**src/rtl/game_pkg.sv**
```systemverilog
// game_pkg: game-state encodings and widths shared by the event generator and the FSM.
package game_pkg;
  typedef enum logic [1:0] {
    GAME_INITIAL = 2'b00,
    GAME_RUNNING = 2'b01,
    GAME_OVER    = 2'b10,
    GAME_SUCCESS = 2'b11
  } game_state_t;
  localparam int LIVES_W = 2;
endpackage

```
**src/rtl/game_event_gen_btn_debounce.sv**
```systemverilog
// btn_debounce: 2-flop synchronizer, stable-count debounce and one-cycle pulse on each accepted press.
module btn_debounce #(
  parameter int DB_LIMIT = 1_000_000
) (
  input  logic clk,
  input  logic rst_n,
  input  logic btn_i,
  output logic pulse_o
);
  localparam int CW = DB_LIMIT > 1 ? $clog2(DB_LIMIT) : 1;
  localparam logic [CW-1:0] LIM = CW'(DB_LIMIT - 1);
  logic s1_q, s2_q, db_q, db_d, dbp_q, pulse_q;
  logic [CW-1:0] cnt_q, cnt_d;
  always_comb begin
    db_d  = (s2_q != db_q && cnt_q == LIM) ? ~db_q : db_q;
    cnt_d = (s2_q == db_q || cnt_q == LIM) ? '0 : cnt_q + 1'b1;
  end
  always_ff @(posedge clk or negedge rst_n) begin
    if (!rst_n) begin
      s1_q    <= 1'b0;
      s2_q    <= 1'b0;
      db_q    <= 1'b0;
      dbp_q   <= 1'b0;
      cnt_q   <= '0;
      pulse_q <= 1'b0;
    end else begin
      s1_q    <= btn_i;
      s2_q    <= s1_q;
      db_q    <= db_d;
      dbp_q   <= db_q;
      cnt_q   <= cnt_d;
      pulse_q <= db_q & ~dbp_q;
    end
  end
  assign pulse_o = pulse_q;
endmodule

```
**src/rtl/game_event_gen.sv**
```systemverilog
// game_event_gen: debounced start/restart pulses plus lives/over/success tracking for the game FSM.
// Optional post-hit invulnerability window and invul output when GAME_INVUL_EN is defined.
module game_event_gen
  import game_pkg::*;
#(
  parameter int DB_LIMIT     = 1_000_000,
  parameter int LIVES        = 3,
  parameter int X_W          = 12,
  parameter int FLAG_X       = 3000,
  parameter int INVUL_CYCLES = 2_000_000
) (
  input  logic               clk,
  input  logic               rst_n,
  input  logic               btn_start,
  input  logic               btn_restart,
  input  logic [1:0]         state,
  input  logic               hit,
  input  logic               fell,
  input  logic [X_W-1:0]     mario_x,
  output logic               start,
  output logic               restart,
  output logic               over,
  output logic               success,
`ifdef GAME_INVUL_EN
  output logic               invul,
`endif
  output logic [LIVES_W-1:0] lives
);
  game_state_t st;
  logic [LIVES_W-1:0] lives_q, lives_d;
  logic over_q, over_d, success_q, success_d, init, dmg_raw, dmg;
  assign st      = game_state_t'(state);
  assign init    = st == GAME_INITIAL;
  assign dmg_raw = (hit | fell) && st == GAME_RUNNING;
  btn_debounce #(.DB_LIMIT(DB_LIMIT)) u_start (
    .clk(clk), .rst_n(rst_n), .btn_i(btn_start), .pulse_o(start)
  );
  btn_debounce #(.DB_LIMIT(DB_LIMIT)) u_restart (
    .clk(clk), .rst_n(rst_n), .btn_i(btn_restart), .pulse_o(restart)
  );
`ifdef GAME_INVUL_EN
  localparam int IW = INVUL_CYCLES > 1 ? $clog2(INVUL_CYCLES) : 1;
  logic [IW-1:0] inv_q, inv_d;
  assign dmg = dmg_raw && inv_q == '0;
  always_comb
    inv_d = init ? '0 : dmg ? IW'(INVUL_CYCLES - 1) : (inv_q != '0) ? inv_q - 1'b1 : '0;
  always_ff @(posedge clk or negedge rst_n) begin
    if (!rst_n) inv_q <= '0;
    else inv_q <= inv_d;
  end
  assign invul = inv_q != '0;
`else
  assign dmg = dmg_raw;
`endif
  // over wins whenever lives hit zero, including the very edge the flag is reached
  always_comb begin
    lives_d   = init ? LIVES_W'(LIVES) : (dmg && lives_q != '0) ? lives_q - 1'b1 : lives_q;
    over_d    = !init && (over_q || lives_d == '0);
    success_d = !init && !over_d &&
                (success_q || (st == GAME_RUNNING && mario_x >= X_W'(FLAG_X)));
  end
  always_ff @(posedge clk or negedge rst_n) begin
    if (!rst_n) begin
      lives_q   <= LIVES_W'(LIVES);
      over_q    <= 1'b0;
      success_q <= 1'b0;
    end else begin
      lives_q   <= lives_d;
      over_q    <= over_d;
      success_q <= success_d;
    end
  end
  assign lives   = lives_q;
  assign over    = over_q;
  assign success = success_q;
endmodule

```
**config.mk**
```make
export PLATFORM = sky130hd
export DESIGN_NAME = game_event_gen
export DESIGN_NICKNAME = d
export VERILOG_FILES = /design/src/rtl/game_pkg.sv /design/src/rtl/game_event_gen_btn_debounce.sv /design/src/rtl/game_event_gen.sv
export SDC_FILE = /design/constraint.sdc
export NUM_CORES = 1
export LEC_CHECK = 0
export CORE_MARGIN = 2
export CORE_UTILIZATION = 45
export CTS_CLUSTER_DIAMETER = 200
export CTS_CLUSTER_SIZE = 25
export DETAILED_ROUTE_END_ITERATION = 7
export PLACE_DENSITY = 0.72
export RECOVER_POWER = 50
export SLEW_MARGIN = 10
export SYNTH_ARGS = -nofsm -noshare
export SYNTH_HDL_FRONTEND = slang
export SYNTH_SLANG_ARGS = --single-unit
```
**constraint.sdc**
```tcl
create_clock -name clk -period 4.3 [get_ports clk]
set_input_delay 0.86 -clock clk [delete_from_list [all_inputs] [get_ports clk]]
set_output_delay 0.86 -clock clk [all_outputs]
set_load 0.01 [all_outputs]
```
==> reports/qor.yml <==
floorplanning:
  rows: 27
  pin_count: 26
  core_um2: 5540
  die_y_um: 79.8
  dieArea_um2: 6360
  initial_core_util: 0.466
  dieWidth_um: 79.8
routing:
  wl_met2_um: 2110
  wl_met3_um: 191
  first_iter_violations: 86
  highest_layer: "met4"
  ant_nets: 0
  drc: 0
  wl_per_cell_um: 13.3
  routed_via_density: 5.38
  first_pass_iters: 4
  num_vias: 1879
  wl_met1_um: 2280
  drt-total-wl_um: 4650
timing:
  setup_tns_ps: 0
  setup-violations-final: 0
  fmax_ghz: 0.436
  worst_slew_pin_slew_ps: 655
  finClkSkew_ps: 8.55
  slew_headroom: 0.563
  period_share: 0.533
  rsz0062_at_grt: "no"
  maxSlewViolCount: 0
  hold_viol: 0
  period_minus_slack_ps: 2290
logic_synthesis:
  synth-async-reset-ratio: 1.00
  synth_seq_cells: 54
  syn-num-nets: 272
  netlist_top_cells_area: "dfrtp_1 50%, xor2_1 5.4%, nor2_1 4.8%"
  yosysMostFrequentCell: "dfrtp_1"
  synth_edf_count: 0
  yosys-top-cells-count: "52 x dfrtp_1, 33 x nor2_1, 18 x nand3_1"
  seq_area_frac_synth: 0.524
  syn_area_um2: 2580
  ys.flop_type: "dfrtp_1"
  synth_warnings: 0
  ys_types: 40
  yosysTopAreaCellShare: 0.504
  synth_top_cell_by_area: "dfrtp_1"
  postSynthCellCount: 249
  avgSynthCellArea_um2: 10.4
worst_setup_path:
  cp_max_fo: 5
  crit_family: "flip-flops"
  worstPathCellList: "clkdlybuf4s50_1"
  crit_path_max_incr_delay_ps: 590
  crit_arrival_ps: 1430
  critPathBufInv: 1
  cp-end-kind: "output port"
  start_kind: "flip-flop"
  worstPathRequired_ps: 3440
  crit_slowest_cell: "dfstp_2"
  critPathKind: "flip-flop to output port"
clocking:
  clkLatencyLatePin_ps: 310
  cts_tree: "built"
  hold_buffers: 0
  cts_max_level: 2
  cts_root_buffer: "clkbuf_8"
  cts_buffers: 5
  clkSlewWorstSetupHoldPaths_ps: 90
  cts_max_path_buffers: 2
  post_cts_resized: 0
  clkSinkCount: 54
  post_cts_buffers: 0
placement:
  hpwlAfterDp_um: 3210
  portBuffers: 22
  gp_congestion: 0.821
grt:
  antenna_found_initial: 0
  grt_overflow: 0
  grt_start_max_net_pins: 55
  grt_pass1_vias: 1917
  grt_first_pass_wirelength_um: 8460
  grt.total_usage: 0.168
finish:
  drive_above_1_share: 0.0975
  num_antenna_cells: 0
  area_delta_synth_final_pct: 15.2
  fillers: 515
  fin_nets: 299
run_status:
  outcome: "completed"
power:
  fin_total_pwr_uw: 902
  vdd_ir_drop_max_uv: 151
  leakagePower_nw: 1.21
  pwr_density_cell_nw_per_um2: 303
worst_hold_path:
  min_path_type: "flip-flop to flip-flop"
run:
  drv_cap: 0
[cell families (layout without fill, tap and decap cells)]
logic type / after synthesis / after routing / synth area share
AND/OR/NAND/NOR: 119 / 119 / 0.265
AO/OA/AOI/OAI: 29 / 29 / 0.0693
multiplexers: 2 / 2 / 0.00872
XOR/XNOR: 28 / 28 / 0.0949
flip-flops: 54 / 54 / 0.524
buffers and inverters: 14 / 42 / 0.0237
adder cells (fa/ha/maj): 3 / 3 / 0.0145
[report_power, final]
group	total (mW)	leakage [nW]	internal, mW	switching, mW
registers	0.543	0.732	0.526	0.0170
clock network	0.270	0.0450	0.113	0.157
logic	0.0887	0.434	0.0474	0.0413
total	0.902	1.21	0.687	0.215
[layer usage]
layer / track usage / up-vias
li1: - / 944
met4: 0.0593 / 0
met1: 0.227 / 894
met5: 0 / -
met3: 0.0407 / 6
met2: 0.266 / 35
[worst paths after layout]
path / from / to / slack (ps) / cells past startpoint
min in group asynchronous: rst_n / u_start.cnt_q[5]$_DFF_PN0_ / 660 / 2
worst min-delay path: u_restart.s1_q$_DFF_PN0_ / u_restart.s2_q$_DFF_PN0_ / 380 / 0
worst max-delay path: lives[0]$_DFF_PN1_ / lives[0] / 2010 / 1
max in group asynchronous: rst_n / u_start.cnt_q[6]$_DFF_PN0_ / 3210 / 2
worst max register to register: lives[0]$_DFF_PN1_ / over$_DFF_PN0_ / 2410 / 5
worst min register to register: u_restart.s1_q$_DFF_PN0_ / u_restart.s2_q$_DFF_PN0_ / 380 / 0
[stage by stage]
step | worst slack [ps] | cells | hold slack [ps] | area, um^2 | utilization
2_1_floorplan | 2470 | 249 | 331 | 2580 | -
3_3_place_gp | 1860 | 341 | 356 | 2890 | 0.522
3_5_place_dp | 1780 | 341 | 355 | 2890 | 0.522
4_1_cts | 1990 | 349 | 377 | 2980 | 0.537
5_1_grt | 1960 | 349 | 384 | 2980 | 0.537
6_report | 2010 | 349 | 380 | 2980 | 0.537
[worst register-to-register path: stages, from the launching register on]
cell     delay (ps)
dfstp_2         590
inv_1            50
ha_1            200
nor4b_2         460
nor3_1          120
o32a_1          350
[cell type report]
cell class	instances	area, um^2	area share
Multi-Input combinational cell	181	1180	0.396
Tap cell	72	90.1	0.0303
Timing Repair Buffer	25	238	0.0799
Clock inverter	2	10.0	0.00336
Inverter	9	33.8	0.0113
Clock buffer	6	72.6	0.0244
Sequential cell	54	1350	0.455
[layout by cell type, fill, tap and decap left out, types with 4 or more instances in the layout]
| master | instances |
|---|---|
| a21oi_1 | 10 |
| and3_1 | 7 |
| clkbuf_8 | 5 |
| clkdlybuf4s50_1 | 19 |
| dfrtp_1 | 52 |
| inv_1 | 9 |
| nand2_1 | 9 |
| nand3_1 | 18 |
| nand4_1 | 9 |
| nor2_1 | 33 |
| nor3_1 | 8 |
| nor4_1 | 6 |
| o21ai_0 | 8 |
| or3_1 | 4 |
| xnor2_1 | 12 |
| xor2_1 | 16 |
(Power assumes the default switching activity.)
